File: src/rtl/parallel_to_serial.sv
// Word-to-chunk serializer: accepts a WIDTH-bit word and emits WIDTH/DATA_SIZE chunks.
// Define P2S_LSB_FIRST_EN to emit least-significant chunk first (default is MSB first).
module parallel_to_serial #(
    parameter int unsigned DATA_SIZE = 8,
    parameter int unsigned WIDTH     = 32
) (
    input  logic                 clk,
    input  logic                 rst_n,
    input  logic                 load,
    input  logic                 in_valid,
    output logic                 in_ready,
    input  logic [WIDTH-1:0]     D,
    output logic                 out_valid,
    input  logic                 out_ready,
    output logic [DATA_SIZE-1:0] Q,
    output logic                 last,
    output logic                 busy
);

    localparam int unsigned COUNT = WIDTH / DATA_SIZE;
    localparam int unsigned CntW  = $clog2(COUNT) + 1;

    typedef enum logic {StIdle, StShift} state_e;

    state_e              state_q, state_d;
    logic [WIDTH-1:0]    shreg_q, shreg_d;
    logic [CntW-1:0]     cnt_q, cnt_d;
    logic [DATA_SIZE-1:0] chunk;
    logic [WIDTH-1:0]    shreg_next;
    logic                is_last;

    always_comb begin
`ifdef P2S_LSB_FIRST_EN
        chunk      = shreg_q[DATA_SIZE-1:0];
        shreg_next = shreg_q >> DATA_SIZE;
`else
        chunk      = shreg_q[WIDTH-1 -: DATA_SIZE];
        shreg_next = shreg_q << DATA_SIZE;
`endif
    end

    always_comb begin
        is_last   = (state_q == StShift) && (cnt_q == CntW'(1));
        busy      = (state_q == StShift);
        out_valid = (state_q == StShift);
        last      = is_last;
        Q         = (state_q == StShift) ? chunk : '0;
        // Ready in IDLE, or on the last-chunk handoff so words stream without a bubble
        in_ready  = rst_n && !load &&
                    ((state_q == StIdle) || (out_ready && is_last));
    end

    always_comb begin
        state_d = state_q;
        shreg_d = shreg_q;
        cnt_d   = cnt_q;
        if (load) begin
            state_d = StIdle;
            shreg_d = '0;
            cnt_d   = '0;
        end else begin
            unique case (state_q)
                StIdle: begin
                    if (in_valid) begin
                        state_d = StShift;
                        shreg_d = D;
                        cnt_d   = CntW'(COUNT);
                    end
                end
                StShift: begin
                    if (out_ready) begin
                        if (!is_last) begin
                            shreg_d = shreg_next;
                            cnt_d   = cnt_q - CntW'(1);
                        end else if (in_valid) begin
                            shreg_d = D;
                            cnt_d   = CntW'(COUNT);
                        end else begin
                            state_d = StIdle;
                            shreg_d = '0;
                            cnt_d   = '0;
                        end
                    end
                end
                default: state_d = StIdle;
            endcase
        end
    end

    always_ff @(posedge clk or negedge rst_n) begin
        if (!rst_n) begin
            state_q <= StIdle;
            shreg_q <= '0;
            cnt_q   <= '0;
        end else begin
            state_q <= state_d;
            shreg_q <= shreg_d;
            cnt_q   <= cnt_d;
        end
    end

endmodule

File: config.mk
export PLATFORM = sky130hd
export DESIGN_NAME = parallel_to_serial
export DESIGN_NICKNAME = d
export VERILOG_FILES = /design/src/rtl/parallel_to_serial.sv
export SDC_FILE = /design/constraint.sdc
export NUM_CORES = 1
export LEC_CHECK = 0
export ABC_AREA = 1
export BUFFER_PORTS_ARGS = -buffer_cell sky130_fd_sc_hd__buf_2
export CAP_MARGIN = 20
export CELL_PAD_IN_SITES_DETAIL_PLACEMENT = 1
export CELL_PAD_IN_SITES_GLOBAL_PLACEMENT = 2
export CORE_MARGIN = 3
export CORE_UTILIZATION = 30
export CTS_CLUSTER_DIAMETER = 30
export CTS_CLUSTER_SIZE = 40
export DETAILED_ROUTE_END_ITERATION = 16
export HOLD_SLACK_MARGIN = 0.05
export PLACE_DENSITY = 0.79
export SKIP_LAST_GASP = 1
export SYNTH_ARGS = -nofsm -noshare
export SYNTH_HDL_FRONTEND = slang
export SYNTH_SLANG_ARGS = --single-unit
File: constraint.sdc
create_clock -name clk -period 3.6 [get_ports clk]
set_input_delay 0 -clock clk [delete_from_list [all_inputs] [get_ports clk]]
set_output_delay 0 -clock clk [all_outputs]
set_load 0.1 [all_outputs]
Word level (Yosys, flattened, before mapping)
Cells that the tools add are included.

cells by class
  equality and inequality tests = 3
  reduce and logical (&&, ||, !) cells = 7
  muxes and demuxes = 18
  $add $sub $neg = 1
  bitwise gates (word level) = 1

operator list
  cell                                                                 count
  32-bit 2-to-1 mux                                                    5
  32-bit one-hot mux with 2 select lines                               1
  3-bit 2-to-1 mux                                                     5
  8-bit 2-to-1 mux                                                     1
  3-bit inequality test (second input constant)                        2
  3-bit one-hot mux with 2 select lines                                1
  1-bit logical AND                                                    4
  1-bit 2-to-1 mux                                                     4
  3-bit by 1-bit == test with 1-bit output (second input constant)     1
  3-bit by 1-bit subtractor with 3-bit output (second input constant)  1
  1-bit one-hot mux with 2 select lines                                1
  2-bit AND reduction                                                  1
  1-bit logical NOT                                                    1
  1-bit logical OR                                                     1
  1-bit inverter                                                       1

storage, ports and cells
  input bits = 37
  register bits after elaboration = 36
  output and inout bits = 12
  logic and storage cells = 33

Logic depth before layout (Yosys ltp)
Gate-level depths: netlist (run 1).

  depth in word-level cells = 6
  depth in mapped cells = 9
  gate-level depth less buffers = 8

Worst setup path before layout (run 1)
OpenSTA, ideal clock, no wires.

  path kind = register -> output
  start point = register state_q (netlist: busy)
  end point = output port in_ready
  path buffers = 2
  required time = 3.600 ns
  stages on the path, launching flop included = 6
  setup slack = 0.994 ns
  arrival time = 2.606 ns
  cells stage by stage = dfrtp_1 > buf_6 > buf_2 > o21ai_0 > nand2_1 > nor2_1

on the way
  word-level cells in the longest chain between the ends = 4
  elaborated cells on any way between the ends = 5
  classes of those cells = 1 x bitwise; 4 x reduce/logical

ends and longest elaborated chain
  what                      line  source
  start: declaration        25    state_e state_q, state_d;
  start signal: assignment  92    state_q <= StIdle;
  start signal: assignment  96    state_q <= state_d;
  1-bit logical AND         43    is_last = (state_q == StShift) && (cnt_q == CntW'(1));
  1-bit logical AND         50    ((state_q == StIdle) || (out_ready && is_last));
  1-bit logical OR (*)      50
  1-bit logical AND (*)     49    in_ready = rst_n && !load &&
  end: declaration          11    output logic in_ready,

Mark *: on every way between the ends. The rest lies on a longest branch, timed or not.

Worst setup path after layout (run 1)
  start point = register cnt_q[1]
  end point = output port in_ready

on the way
  word-level cells in the longest chain between the ends = 5

ends and longest elaborated chain
  what                                      line  source
  start: declaration                        27    logic [CntW-1:0] cnt_q, cnt_d;
  start signal: assignment                  98    cnt_q <= cnt_d;
  3-bit by 1-bit == test with 1-bit output  43
  1-bit logical AND                         43
  1-bit logical AND                         50
  1-bit logical OR                          50
  1-bit logical AND                         49

Every way passes these cells.

==> results_dict.tcl, run 1 <==
set metrics [dict create \
    cts_buffers 5 \
    power_frac_seq_pct 48.9 \
    cts.reportedPaths.clkPinSlew_ns 0.07 \
    hold_depth 4 \
    placed_area_um2 2140 \
    core_um2 6030 \
    slew_viol_final 0 \
    grt_pass1_wl_mm 9.13 \
    syn2layout_area_growth_pct 35.4 \
    cp-end-kind "output pin" \
    finalClockSkew_ns 0.00837 \
    run_status "completed" \
    post-route-period-util_pct 57.8 \
    clk_latency_ns 0.29 \
    arrival_ns 2.08 \
    worstMarginPinSlew_ns 0.889 \
    synth_cell_types 17 \
    start_kind "register" \
    die_area_um2 7330 \
    cts_max_level 2 \
    finalSetupViolations 0 \
    worstRegToRegCells 4 \
    switching_share_pct 31.3 \
    pin_count 49 \
    crit_required_ns 3.60 \
    path_class "register to output pin" \
    cap_violations 0 \
    via_per_inst 4.40 \
    avgSynthCellArea_um2 7.04 \
    syn_nets 309 \
    fmax_mhz 481 \
    grt_use_met2_pct 27.5 \
    drc_errors 0 \
    gr-total-overflow 0 \
    synthesis.area_um2 1900 \
    route.vias.total 1853 \
    timing.rr.start "busy" \
    wire_per_inst_um 12.4 \
    layout_common_cells "175 x nand2_1, 48 x buf_2, 36 x dfrtp_1" \
    ys_ff_latch 36 \
    synth-simple-area-share_pct 40.6 \
    cp_max_fo 7 \
    p_sw_w 0.000288 \
    clkPwrFrac_pct 28.3 \
    wl_mm 5.24 \
    fin_nets 387 \
    grt_pass1_vias 1959 \
    die_h_um 85.6 \
    p_int_w 0.000633 \
    combPwrFrac_pct 22.8 \
    cts_hold_buf 35 \
    final_area_um2 2570 \
    synth_top_family_by_area "simple AND/OR/NAND/NOR gates" \
    min_path_type "primary input to register" \
    clockRootBuffer "clkbuf_8" \
    clockBufferDepth 2 \
    gr-max-usage-layer "met2" \
    seq_area_frac_synth_pct 47.4 \
    die_width_um 85.6 \
    start_util_pct 31.5 \
    final_common_cell "nand2_1" \
    synth_xor_area_share_pct 0 \
    ys.warnings.count 0 \
    crit_end "in_ready" \
    place_congestion 0.721 \
    clock-sinks 36 \
    min_period_ns 2.08 \
    cts_tree "done" \
    grt_setup_unrepaired "no" \
    gr-usage-met1_pct 19.2 \
    ant_nets 0 \
    cts.repair.resized 0 \
    setup_tns_ns 0 \
    antenna_found_initial 0 \
    postSynthCellCount 270 \
    p_per_area_nw_per_um2 358 \
    use_met3_pct 2.59 \
    rr_endpoint "shreg_q[0]" \
    relSlewSlack_pct 40.6 \
    synth_mux_area_share_pct 0 \
    io_buffers 48 \
    r2r_slack_ns 1.54 \
    setup.worst_path.start "cnt_q[1]" \
    dp_hpwl_mm 3.17 \
    ir_drop_mv 0.164 \
    gr-usage-all-layers_pct 15.6 \
    grt_max_degree 38 \
    synth_compound_area_share_pct 2.11 \
    dr.pass1.iters 4 \
    diodes 0 \
    synthAdderAreaFrac_pct 1.32 \
    drt_iter0_markers 89 \
    hold_viol_final 0 \
    cts_setup_buffers 0 \
    layout-drive-gt1-share_pct 18.5 \
    num_rows 28 \
    p_leak_nw 1.54 \
]
[per-stage QoR]
stage	setup WS, ns	power [W]	utilization [%]	hold slack, ns	cells
finish	1.52	0.000922	42.7	0.131	421
global route	1.25	0.000981	42.7	0.160	421
CTS	1.42	0.000935	42.5	0.124	420
detailed placement	1.46	0.000640	35.5	0.166	380
global placement	1.53	0.000636	35.5	0.165	380
floorplan	0.994	0.000588	-	-0.296	270
[Yosys cell counts (all sizes together)]
master | instances | area, µm²
nand3 | 16 | 80.1
ha | 2 | 25.0
nand2 | 176 | 663
nand3b | 1 | 11.3
a21oi | 3 | 30.0
or2 | 1 | 6.26
dfrtp | 36 | 901
nor2 | 3 | 11.3
buf | 14 | 103
o21ai | 2 | 10.0
inv | 16 | 60.1
[kinds of logic after synthesis]
| kind of cell | after synthesis |
|---|---|
| AND/OR/NAND/NOR | 197 |
| adder cells (fa/ha/maj) | 2 |
| AO/OA/AOI/OAI | 5 |
| buffers and inverters | 30 |
| flip-flops | 36 |
[worst min-delay path by stage]
stage               startpoint    endpoint  slack (ns)
finish                in_valid    cnt_q[1]        0.13
CTS                   in_valid    cnt_q[1]        0.12
global route          in_valid    cnt_q[1]        0.16
global placement         rst_n  shreg_q[4]        0.17
detailed placement       rst_n    cnt_q[0]        0.17
floorplan                rst_n        busy       -0.30
[cell type report]
class / count / area (µm²)
Multi-Input combinational cell: 204 / 837
Tap cell: 75 / 93.8
Fill cell: 777 / 3450
Timing Repair Buffer: 85 / 613
Clock buffer: 5 / 68.8
Sequential cell: 36 / 901
Inverter: 16 / 60.1
[worst max-delay path, stage by stage, from the launching register on]
cell and delay [ns]:
dfrtp_1 0.37, inv_1 0.09, ha_1 0.23, nand2_1 0.20, o21ai_0 0.26, nand2_1 0.08
nor2_1 0.13, buf_2 0.44
[power by group through the flow]
stage,clock (W),sequential [W],combinational [W]
floorplan,0,0.000457,0.000131
global placement,0,0.000457,0.000179
detailed placement,0,0.000458,0.000182
CTS,0.000273,0.000451,0.000212
global route,0.000287,0.000455,0.000239
finish,0.000261,0.000451,0.000210
[sequential cells by signal (all words and copies together), names as in the netlist]
register	count
busy	1
cnt_q	3
shreg_q	32
[routing by layer]
metal	up-vias	part of all wire [%]
met4	0	1.5
met3	8	3.9
li1	960	-
met1	849	45
met5	-	0
met2	36	49
Note: power is estimated with default switching activity, not from simulation.
==> run 2: changes to the inputs <==
CORE_UTILIZATION = 28   (was 30)
PLACE_DENSITY = 0.74   (was 0.79)
clock period = 2.1 ns   (was 3.6 ns; I/O delays follow)
==> results_dict.tcl, run 2 (synthesis gave the netlist of run 1 again) <==
set metrics [dict create \
    hold_viol_final 0 \
    worstRegToRegCells 6 \
    fin_nets 391 \
    route.vias.total 1826 \
    cp_max_fo 7 \
    diodes 0 \
    cts_max_level 2 \
    wire_per_inst_um 12.2 \
    gr-usage-all-layers_pct 14.5 \
    grt_pass1_wl_mm 8.80 \
    slew_viol_final 0 \
    cp-end-kind "register" \
    min_from "in_valid" \
    start_kind "register" \
    via_per_inst 4.25 \
    grt_setup_unrepaired "no" \
    largest_register "shreg_q" \
    clockRootBuffer "clkbuf_8" \
    clockBufferDepth 2 \
    hold_end "cnt_q[1]" \
    r2r_slack_ns 0.21 \
    cts.reportedPaths.clkPinSlew_ns 0.08 \
    timing.rr.start "cnt_q[1]" \
    largest_register_ffs 32 \
    grt_pass1_vias 1894 \
    min_path_type "primary input to register" \
    setup_tns_ns 0 \
    post-route-period-util_pct 89.8 \
    path_class "register to register" \
    holdWs_ns 0.128 \
    die_width_um 88.4 \
    dp_hpwl_mm 3.25 \
    final_common_cell "nand2_1" \
    rr_endpoint "busy" \
    min_period_ns 1.89 \
    dr.pass1.iters 4 \
    start_util_pct 29.4 \
    hold_depth 4 \
    io_buffers 48 \
    die_area_um2 7810 \
    num_rows 29 \
    gr-total-overflow 0 \
    layout_common_cells "175 x nand2_1, 47 x buf_2, 36 x dfrtp_1" \
    die_h_um 88.4 \
    drt_iter0_markers 72 \
    finalClockSkew_ns 0.0101 \
    finalSetupViolations 0 \
    p_leak_nw 1.57 \
    grt_max_degree 37 \
    relSlewSlack_pct 59.0 \
    worstMarginPinSlew_ns 0.615 \
    cts_buffers 5 \
    place_congestion 0.731 \
    clk_latency_ns 0.29 \
    arrival_ns 2.05 \
    ant_nets 0 \
    antenna_found_initial 0 \
    clock-sinks 36 \
    layout-drive-gt1-share_pct 20.4 \
    run_status "completed" \
    core_um2 6460 \
    syn2layout_area_growth_pct 39.8 \
    fmax_mhz 530 \
    cap_violations 0 \
    cts_tree "done" \
    p_per_area_nw_per_um2 658 \
    crit_required_ns 2.27 \
    wl_mm 5.26 \
    drc_errors 0 \
    pin_count 49 \
    ir_drop_mv 0.217 \
]
==> run 2: changes by cell type in the layout (fill, tap and decap cells not counted) <==
cell       delta
buf_12        +1
buf_2         -1
buf_4         +4
buf_8         -1
bufinv_16     +1
clkbuf_1      +1
clkbuf_4      +1
clkinv_2      +1
nor2_1        -2
nor2_2        +2
o21ai_0       -1
o21ai_1       +1
==> run 2: report_power, final <==
group | switching, W | internal, W | total (W)
Combinational | 0.000237 | 0.000141 | 0.000378
Sequential | 0.0000277 | 0.000740 | 0.000767
Clock | 0.000251 | 0.000352 | 0.000604
Total | 0.000516 | 0.00123 | 0.00175
==> run 2: worst max path at each step <==
stage          slack, ns  endpoint  startpoint  cells past startpoint
2_1_floorplan      -0.06  in_ready        busy                      5
3_3_place_gp        0.47  in_ready    cnt_q[1]                      7
3_5_place_dp        0.35  in_ready    cnt_q[1]                      7
4_1_cts             0.01  in_ready    cnt_q[1]                      7
5_1_grt             0.04  in_ready    cnt_q[1]                      7
6_report            0.21      busy    cnt_q[1]                      6
==> run 2: worst max-delay path, stage by stage (launching register included) <==
cell and delay [ns]:
dfrtp_1 0.37, inv_1 0.10, ha_1 0.23, nand2_1 0.20, o21ai_1 0.22, a21oi_1 0.10
dlygate4sd3_1 0.56
==> run 2: repair_timing <==
action                                  4_1_cts  5_1_grt
endpoints found under the setup margin        0        2
hold endpoints to repair                     69        0
hold buffers                                 35        0
resized for setup                             0        2
buffers inserted                              0        0
==> run 2: through the flow <==
step / cell area (µm²) / power [W] / instances / worst slack, ns / util, %
after floorplan: 1910 / 0.00101 / 270 / -0.0571 / -
after global placement: 2200 / 0.00111 / 387 / 0.472 / 34.0
after detailed placement: 2200 / 0.00111 / 387 / 0.346 / 34.0
after CTS: 2660 / 0.00178 / 430 / 0.0142 / 41.1
after global routing: 2660 / 0.00186 / 430 / 0.0371 / 41.1
final: 2660 / 0.00175 / 430 / 0.213 / 41.1
==> run 2: final cells by class <==
type                       instances  area [µm²]
fill                             827        3800
sequential                        36         901
multi-input combinational        204         842
timing repair buffer              89         651
tap                               77        96.3
clock buffer                       6        72.6
inverter                          16        60.1
clock inverter                     2        35.0
==> run 2: per-layer routing <==
| layer | vias up | share of wire [%] | GRT usage [%] |
|---|---|---|---|
| met3 | 6 | 4.0 | 3.07 |
| met4 | 0 | 1.2 | 4.12 |
| li1 | 968 | - | - |
| met5 | - | 0 | 0 |
| met2 | 36 | 47 | 25.3 |
| met1 | 816 | 47 | 18.2 |
==> run 3: changes to the inputs <==
MAX_ROUTING_LAYER = met4   (was default)
REMOVE_ABC_BUFFERS = 1   (was default)
==> results_dict.tcl, run 3 (synthesis gave the netlist of run 1 again) <==
set metrics [dict create \
    finalClockSkew_ns 0.00724 \
    crit_required_ns 2.27 \
    largest_register "shreg_q" \
    die_width_um 88.4 \
    finalSetupViolations 0 \
    grt_max_degree 37 \
    die_area_um2 7810 \
    post-place-cells 387 \
    p_leak_nw 1.57 \
    p_per_area_nw_per_um2 632 \
    min_path_type "primary input to register" \
    clockBufferDepth 2 \
    gr-usage-all-layers_pct 15.3 \
    ant_nets 0 \
    r2r_slack_ns 0.24 \
    dr.pass1.iters 4 \
    start_kind "register" \
    diodes 0 \
    cp_max_fo 7 \
    final_cells 429 \
    grt_pass1_wl_mm 8.98 \
    worst_path_largest_cell_delay_ns 0.56 \
    cts_max_level 2 \
    place_congestion 0.805 \
    gr-total-overflow 0 \
    rr_endpoint "busy" \
    cts.reportedPaths.clkPinSlew_ns 0.07 \
    relSlewSlack_pct 59.1 \
    crit_buf_inv 2 \
    num_rows 29 \
    hold_depth 4 \
    cp-end-kind "register" \
    syn2layout_area_growth_pct 39.0 \
    worstMarginPinSlew_ns 0.612 \
    path_delay_family "buffers and inverters" \
    ir_drop_mv 0.196 \
    cts_setup_buffers 0 \
    antenna_found_initial 0 \
    die_h_um 88.4 \
    wire_per_inst_um 12.1 \
    dp_hpwl_mm 3.22 \
    clock-sinks 36 \
    start_util_pct 29.4 \
    pin_count 49 \
    final_common_cell "nand2_1" \
    post-route-period-util_pct 88.4 \
    layout_common_cells "175 x nand2_1, 47 x buf_2, 36 x dfrtp_1" \
    worstRegToRegCells 6 \
    min_from "in_valid" \
    critPathSlowestCell "dlygate4sd3_1" \
    setup_tns_ns 0 \
    critical_path.cell_chain "inv_1, ha_1, nand2_1, o21ai_0, a21oi_1, dlygate4sd3_1" \
    wl_mm 5.20 \
    cts_tree "done" \
    core_um2 6460 \
    hold_viol_final 0 \
    holdWs_ns 0.154 \
    drt_iter0_markers 72 \
    run_status "completed" \
    route.vias.total 1866 \
    via_per_inst 4.35 \
    grt_setup_unrepaired "no" \
    clk_latency_ns 0.28 \
    largest_register_ffs 32 \
    arrival_ns 2.02 \
    cap_violations 0 \
    timing.rr.start "cnt_q[1]" \
    io_buffers 48 \
    path_class "register to register" \
    clockRootBuffer "clkbuf_8" \
    min_period_ns 1.86 \
    grt_pass1_vias 1979 \
    slew_viol_final 0 \
    cts_buffers 5 \
    hold_end "cnt_q[1]" \
    layout-drive-gt1-share_pct 19.9 \
    fmax_mhz 539 \
    fin_nets 391 \
    fillers 830 \
    drc_errors 0 \
    p_total_w 0.00167 \
]
run 3: cell types whose count changed in the layout (fill, tap and decap cells not counted), sizes merged:
cell    previous run  this run
bufinv             1         0
buf               53        54
clkinv             1         0
run 3: layer usage:
metal / vias up / global-route usage, % / part of all wire (%)
li1: 971 / - / -
met2: 34 / 27.5 / 50
met1: 851 / 17.6 / 45
met3: 10 / 2.23 / 2.9
met4: 0 / 4.40 / 1.5
met5: - / - / 0
run 3: final cells by class:
type                       instances  area (µm²)  area share, %
sequential                        36         901           34.1
multi-input combinational        204         837           31.7
timing repair buffer              89         651           24.6
clock buffer                       7        96.3           3.65
tap                               77        96.3           3.65
inverter                          16        60.1           2.27
run 3: timing repair:
action,4_1_cts,5_1_grt
endpoints found under the hold margin,69,0
resized for setup,0,2
hold buffers,35,0
setup endpoints to repair,0,1
run 3: worst max-delay path by stage:
stage / start / end / cells past startpoint
5_1_grt: cnt_q[1] / in_ready / 7
6_report: cnt_q[1] / busy / 6
2_1_floorplan: busy / last / 2
3_5_place_dp: cnt_q[1] / in_ready / 7
4_1_cts: cnt_q[1] / in_ready / 7
3_3_place_gp: cnt_q[1] / in_ready / 7
run 3: power breakdown:
part | switching [W] | internal (W) | leakage, nW
sequential | 0.0000287 | 0.000740 | 0.486
combinational | 0.000234 | 0.000140 | 1.03
clock | 0.000234 | 0.000292 | 0.0503
run 3: tightest hold or removal path: stages:
cell      delay [ns]
buf_2           0.12
nand2_2         0.09
nand3b_2        0.10
o21ai_0         0.08
run 3: stage by stage:
stage,utilization [%],worst slack (ns),area [µm²]
2_1_floorplan,-,-1.09,1800
3_3_place_gp,33.9,0.495,2190
3_5_place_dp,33.9,0.448,2190
4_1_cts,40.9,0.131,2640
5_1_grt,40.9,0.0136,2640
6_report,40.9,0.243,2640
